### config.mk
export PLATFORM = sky130hd
export DESIGN_NAME = epc_reg_bridge_flat
export DESIGN_NICKNAME = d
export VERILOG_FILES = /design/src/rtl/epc_reg_bridge_if.sv /design/src/rtl/epc_reg_bridge.sv /design/src/flat_wrapper.sv
export SDC_FILE = /design/constraint.sdc
export NUM_CORES = 1
export LEC_CHECK = 0
export CAP_MARGIN = 20
export CORE_ASPECT_RATIO = 0.75
export CORE_UTILIZATION = 45
export DETAILED_ROUTE_END_ITERATION = 8
export HOLD_SLACK_MARGIN = 0.06
export PLACE_DENSITY = 0.86
export SYNTH_ARGS = -nofsm -noshare
export SYNTH_HDL_FRONTEND = slang
export SYNTH_SLANG_ARGS = --single-unit
### constraint.sdc
create_clock -name clk -period 5 [get_ports clk]
set_input_delay 0.75 -clock clk [delete_from_list [all_inputs] [get_ports clk]]
set_output_delay 0.75 -clock clk [all_outputs]
set_load 0.005 [all_outputs]
### src/rtl/epc_reg_bridge_if.sv
// EPC bus signal bundle between the CPU (master) and the register bridge (slave).
// Vectors keep the EPC big-endian numbering: bit 0 is the MSB.
interface epc_reg_bridge_if;
   logic        epc_cs_n;
   logic        epc_ads;
   logic        epc_rnw;
   logic [0:3]  epc_be;
   logic [0:31] epc_addr;
   logic [0:31] epc_wdata;
   logic [0:31] epc_rdata;
   logic        epc_rdy;

   modport master (
      output epc_cs_n, epc_ads, epc_rnw, epc_be, epc_addr, epc_wdata,
      input  epc_rdata, epc_rdy
   );

   modport slave (
      input  epc_cs_n, epc_ads, epc_rnw, epc_be, epc_addr, epc_wdata,
      output epc_rdata, epc_rdy
   );
endinterface

### src/rtl/epc_reg_bridge.sv
// EPC slave: turns single-beat EPC transactions into one-cycle local register strobes,
// with decode-error and ack-timeout completion so the CPU never stalls.
module epc_reg_bridge #(
   parameter int unsigned AW       = 13,
   parameter int unsigned TIMEOUT  = 8,
   parameter logic [31:0] ERR_DATA = 32'hdead_beef
) (
   input  logic                   clk,
   input  logic                   rst,
   epc_reg_bridge_if.slave        epc,
   output logic [AW-1:0]          reg_addr,
   output logic [31:0]            reg_wdata,
   output logic [3:0]             reg_be,
   output logic                   reg_wr,
   output logic                   reg_rd,
   input  logic [31:0]            reg_rdata,
   input  logic                   reg_ack,
   output logic [7:0]             err_cnt
);

   typedef enum logic [2:0] {
      StIdle, StStrobe, StWait, StDerr, StDone, StTerm
   } state_e;

   state_e      state_q, state_d;
   logic        rnw_q;
   logic [31:0] rdata_q;
   logic [3:0]  cnt_q;

   logic [31:0] addr_w;
   logic        in_range;
   logic        start, capture, timeout, err_inc;

   // Value-preserving assignment flips the EPC MSB-first numbering to local [31:0].
   assign addr_w   = epc.epc_addr;
   assign in_range = (addr_w >> AW) == 32'd0;
   assign err_inc  = (start && !in_range) || timeout;

   always_comb begin
      state_d       = state_q;
      start         = 1'b0;
      capture       = 1'b0;
      timeout       = 1'b0;
      reg_wr        = 1'b0;
      reg_rd        = 1'b0;
      epc.epc_rdy   = 1'b0;
      epc.epc_rdata = '0;
      unique case (state_q)
         StIdle: begin
            if (!epc.epc_cs_n && epc.epc_ads) begin
               start   = 1'b1;
               state_d = in_range ? StStrobe : StDerr;
            end
         end
         StStrobe: begin
            reg_wr = !rnw_q;
            reg_rd = rnw_q;
            if (reg_ack) begin
               capture = 1'b1;
               state_d = StDone;
            end else begin
               state_d = StWait;
            end
         end
         StWait: begin
            // Abort beats ack; ack beats a simultaneous timeout.
            if (epc.epc_cs_n) begin
               state_d = StIdle;
            end else if (reg_ack) begin
               capture = 1'b1;
               state_d = StDone;
            end else if (cnt_q == 4'(TIMEOUT - 1)) begin
               timeout = 1'b1;
               state_d = StDone;
            end
         end
         StDerr: state_d = epc.epc_cs_n ? StIdle : StDone;
         StDone: begin
            epc.epc_rdy   = 1'b1;
            epc.epc_rdata = rnw_q ? rdata_q : 32'd0;
            state_d       = StTerm;
         end
         StTerm: begin
            if (epc.epc_cs_n) state_d = StIdle;
         end
         default: state_d = StIdle;
      endcase
   end

   always_ff @(posedge clk or posedge rst) begin
      if (rst) begin
         state_q   <= StIdle;
         rnw_q     <= 1'b0;
         rdata_q   <= '0;
         cnt_q     <= '0;
         reg_addr  <= '0;
         reg_wdata <= '0;
         reg_be    <= '0;
         err_cnt   <= '0;
      end else begin
         state_q <= state_d;
         if (start) begin
            reg_addr  <= addr_w[AW-1:0];
            reg_wdata <= epc.epc_wdata;
            reg_be    <= epc.epc_be;
            rnw_q     <= epc.epc_rnw;
            rdata_q   <= '0;
         end
         if (capture) rdata_q <= reg_rdata;
         if (timeout) rdata_q <= ERR_DATA;
         if (state_q == StStrobe)  cnt_q <= '0;
         else if (state_q == StWait) cnt_q <= cnt_q + 4'd1;
         if (err_inc && err_cnt != 8'hff) err_cnt <= err_cnt + 8'd1;
      end
   end

endmodule

### src/flat_wrapper.sv
// flat-port wrapper written by rule: the top's interface ports become plain ports
module epc_reg_bridge_flat 
#(
   parameter int unsigned AW       = 13,
   parameter int unsigned TIMEOUT  = 8,
   parameter logic [31:0] ERR_DATA = 32'hdead_beef
)
  (clk, rst, reg_addr, reg_wdata, reg_be, reg_wr, reg_rd, reg_rdata, reg_ack, err_cnt, epc_epc_cs_n, epc_epc_ads, epc_epc_rnw, epc_epc_be, epc_epc_addr, epc_epc_wdata, epc_epc_rdata, epc_epc_rdy);
  epc_reg_bridge_if epc_i ();
  input  logic clk;
  input  logic rst;
  output logic [AW-1:0] reg_addr;
  output logic [31:0] reg_wdata;
  output logic [3:0] reg_be;
  output logic reg_wr;
  output logic reg_rd;
  input  logic [31:0] reg_rdata;
  input  logic reg_ack;
  output logic [7:0] err_cnt;
  input wire logic [$bits(epc_i.epc_cs_n)-1:0] epc_epc_cs_n;
  input wire logic [$bits(epc_i.epc_ads)-1:0] epc_epc_ads;
  input wire logic [$bits(epc_i.epc_rnw)-1:0] epc_epc_rnw;
  input wire logic [$bits(epc_i.epc_be)-1:0] epc_epc_be;
  input wire logic [$bits(epc_i.epc_addr)-1:0] epc_epc_addr;
  input wire logic [$bits(epc_i.epc_wdata)-1:0] epc_epc_wdata;
  output wire logic [$bits(epc_i.epc_rdata)-1:0] epc_epc_rdata;
  output wire logic [$bits(epc_i.epc_rdy)-1:0] epc_epc_rdy;
  assign epc_i.epc_cs_n = epc_epc_cs_n;
  assign epc_i.epc_ads = epc_epc_ads;
  assign epc_i.epc_rnw = epc_epc_rnw;
  assign epc_i.epc_be = epc_epc_be;
  assign epc_i.epc_addr = epc_epc_addr;
  assign epc_i.epc_wdata = epc_epc_wdata;
  assign epc_epc_rdata = epc_i.epc_rdata;
  assign epc_epc_rdy = epc_i.epc_rdy;
  epc_reg_bridge #(.AW(AW), .TIMEOUT(TIMEOUT), .ERR_DATA(ERR_DATA)) u_core (.clk(clk), .rst(rst), .epc(epc_i), .reg_addr(reg_addr), .reg_wdata(reg_wdata), .reg_be(reg_be), .reg_wr(reg_wr), .reg_rd(reg_rd), .reg_rdata(reg_rdata), .reg_ack(reg_ack), .err_cnt(err_cnt));
endmodule
==> metrics.cfg <==
[yosys]
synth_fa_ha_area_frac=0.00574
synthMuxAreaShare=0.00747
syn_area_per_cell_sq_um=8.71
yosys.area_share.simple=0.325
ys_seq_area_frac=0.557
synth_xor_area_frac=0.0121
synth_area_sq_um=4360
synth-compound-area-share=0.0551
synth_nets=608
synth-seq-cells=97
synth_cells=500
synth_top_family_by_area=simple AND/OR/NAND/NOR gates
yosysUniqueCellTypes=34
yosys_warnings=0

[pwr]
swShare=0.333
switchingPower_mw=1.14
power_density_nw_per_um2=505
vdd_drop_max_mv=0.235
clockPowerShare=0.218
p_leak_nw=3.22
p_comb_frac=0.376
pwr-share-seq=0.407
p_int_mw=2.28

[min_path]
whs_endpoint=u_core.reg_wdata[6]
worstHoldStart=u_core.reg_wdata[6]
min_path_type=flip-flop to flip-flop
min_delay_path_depth=2

[clock_network]
cts_root_buffer=clkbuf_16
post_cts_buffers=0
clockBufferDepth=2
clk_pin_slew_ps=60
cts_resized=0
postCtsHoldBufs=0
h-tree-depth=3
cts_tree=yes
cts.sinks=97
cts_buffers=9
clk_latency_ps=330

[floorplanning]
die_y_um=87.2
core_sq_um=9230
io-pin-count=198
dieArea_sq_um=10100
initial_core_util=0.472
die_w_um=116
num_rows=30

[worst_setup_path]
crit_type=flip-flop to output port
cp.required_ps=4250
rr_worst_depth=4
r2r-end=u_core.rdata_q[31]
critPathMaxFanout=33
endpoint_kind=output port
startpoint_type=flip-flop
crit_arrival_ps=2330
r2r_setup_slack_ps=2330
r2r-start=u_core.state_q[0]

[sta]
hold_viol_final=0
setup_viol_count_final=0
maxSlewHeadroom=0.332
final.setup.tns_ps=0
rsz0062_at_grt=no
fin_skew_ps=12.2
worst_slew_pin_slew_ps=1000
drv_slew=0
period_share=0.616
period_needed_ps=3080
fmax_mhz=325

[global_route]
grt_pass1_vias=4004
grt_usage=0.250
grt_pass1_wl_um=19500
grt_start_max_net_pins=64
antenna_found_initial=0
overflow=0

[run_status]
status=complete, no violations

[place]
place_congestion=0.812
hpwl_um=8860
dp.cells=796
portBuffers=197

[finish]
fin_nets=788
multi_input_area_sq_um=1790
final-instance-count-excl-fill=812
diodes=0
fill_cells=717
fin_util=0.733
regArea_sq_um=2430
layout-drive-gt1-share=0.0468
area_delta_synth_final_pct=55.3

[routing]
ant_nets=0
vias=4214
wl_per_cell_um=15.5
viasPerCell=5.19
totalWireLength_um=12600
dr.pass1.iters=4
drc_errors=0
drtIter0Drc=394

[job]
cap_violations=0

[logic make-up after synthesis]
logic type / Yosys count
adder cells (fa/ha/maj): 2
multiplexers: 3
buffers and inverters: 39
AO/OA/AOI/OAI: 37
AND/OR/NAND/NOR: 316
XOR/XNOR: 6
flip-flops: 97
[cells in the mapped netlist]
library cell  count  share of area
nand2_1         191           0.16
dfrtp_1          97           0.56
nand3_1          64          0.074
and3_1           35          0.050
clkbuf_1         32          0.028
a21oi_1          15          0.017
o21ai_0           8         0.0092
nor2_1            7         0.0060
nor4_1            6         0.0086
xor2_1            6          0.012
inv_1             5         0.0043
a211oi_2          4          0.011
nand2b_1          3         0.0043
a21o_1            2         0.0034
buf_6             2         0.0052
ha_1              2         0.0057
mux2_1            2         0.0052
nor3_1            2         0.0023
nor3b_1           2         0.0034
a211oi_1          1         0.0017
a2bb2oi_1         1         0.0020
a31oi_1           1         0.0014
a32oi_1           1         0.0020
a41oi_1           1         0.0020
mux2i_1           1         0.0023
nand3b_1          1         0.0017
nor4_2            1         0.0029
nor4b_1           1         0.0020
o211ai_1          1         0.0017
o21ai_1           1         0.0011
o31ai_1           1         0.0017
or3_1             1         0.0014
or4_1             1         0.0017
or4_4             1         0.0026
[power groups by stage]
stage	logic [mW]	clock network [mW]	registers, mW
2_1_floorplan	0.616	0	1.30
3_3_place_gp	1.21	0	1.38
3_5_place_dp	1.27	0	1.39
4_1_cts	1.28	0.760	1.38
5_1_grt	1.42	0.787	1.44
6_report	1.28	0.743	1.39
[flip-flops by register name, summed over array words and instances (netlist names)]
name and count:
u_core.state_q 3, u_core.reg_be 4, u_core.rdata_q 32, u_core.rnw_q 1, u_core.err_cnt 8, u_core.reg_wdata 32, u_core.cnt_q 4, u_core.reg_addr 13
[metal layers]
layer	vias to the layer above	track usage	wire length (um)
met3	19	0.0626	976
met4	0	0.0734	183
met5	-	0	0
li1	2015	-	-
met1	1998	0.321	5250
met2	182	0.420	6160
[final cells by class]
type	count	share of cell area
Clock buffer	10	0.0353
Clock inverter	5	0.0128
Inverter	5	0.00314
Multi-Input combinational cell	364	0.265
Sequential cell	97	0.359
Tap cell	128	0.0237
Timing Repair Buffer	203	0.301
[how the worst max path moves through the flow]
stage                       from                 end  slack [ps]  cells past startpoint
2_1_floorplan                rst     u_core.cnt_q[0]        1720                      1
3_3_place_gp        epc_epc_cs_n  u_core.rdata_q[20]        1720                      6
3_5_place_dp        epc_epc_cs_n  u_core.rdata_q[20]        1660                      6
4_1_cts        u_core.state_q[2]   epc_epc_rdata[20]        1930                      4
5_1_grt        u_core.state_q[2]    epc_epc_rdata[9]        1810                      4
6_report       u_core.state_q[2]   epc_epc_rdata[29]        1920                      4
[placed cells by master (no fill, tap or decap), types with 2 or more instances in the layout]
cell / netlist / routed
a211oi_2: 4 / 4
a21o_1: 2 / 2
a21oi_1: 15 / 15
and3_1: 35 / 35
buf_4: 0 / 5
bufinv_16: 0 / 2
clkbuf_16: 0 / 9
clkdlybuf4s50_1: 0 / 197
dfrtp_1: 97 / 97
ha_1: 2 / 2
inv_1: 5 / 4
inv_6: 0 / 2
mux2_1: 2 / 2
nand2_1: 191 / 191
nand2b_1: 3 / 3
nand3_1: 64 / 64
nor2_1: 7 / 7
nor3_1: 2 / 2
nor3b_2: 0 / 2
nor4_1: 6 / 5
o21ai_0: 8 / 8
xor2_1: 6 / 6
[stage by stage]
step                      power (mW)  hold slack, ps  setup slack (ps)  cell area (sq um)
after detailed placement        2.66             463              1660               6410
after global placement          2.59             457              1720               6410
after CTS                       3.42             479              1930               6740
final                           3.42             474              1920               6770
after global routing            3.64             505              1810               6770
after floorplan                 1.92             470              1720               4360
[critical path, cell delays in order, from the launching register on]
cell and delay [ps]:
dfrtp_1 710, nor3b_2 260, buf_4 300, and3_1 200, clkdlybuf4s50_1 540
(Power assumes the default switching activity.)
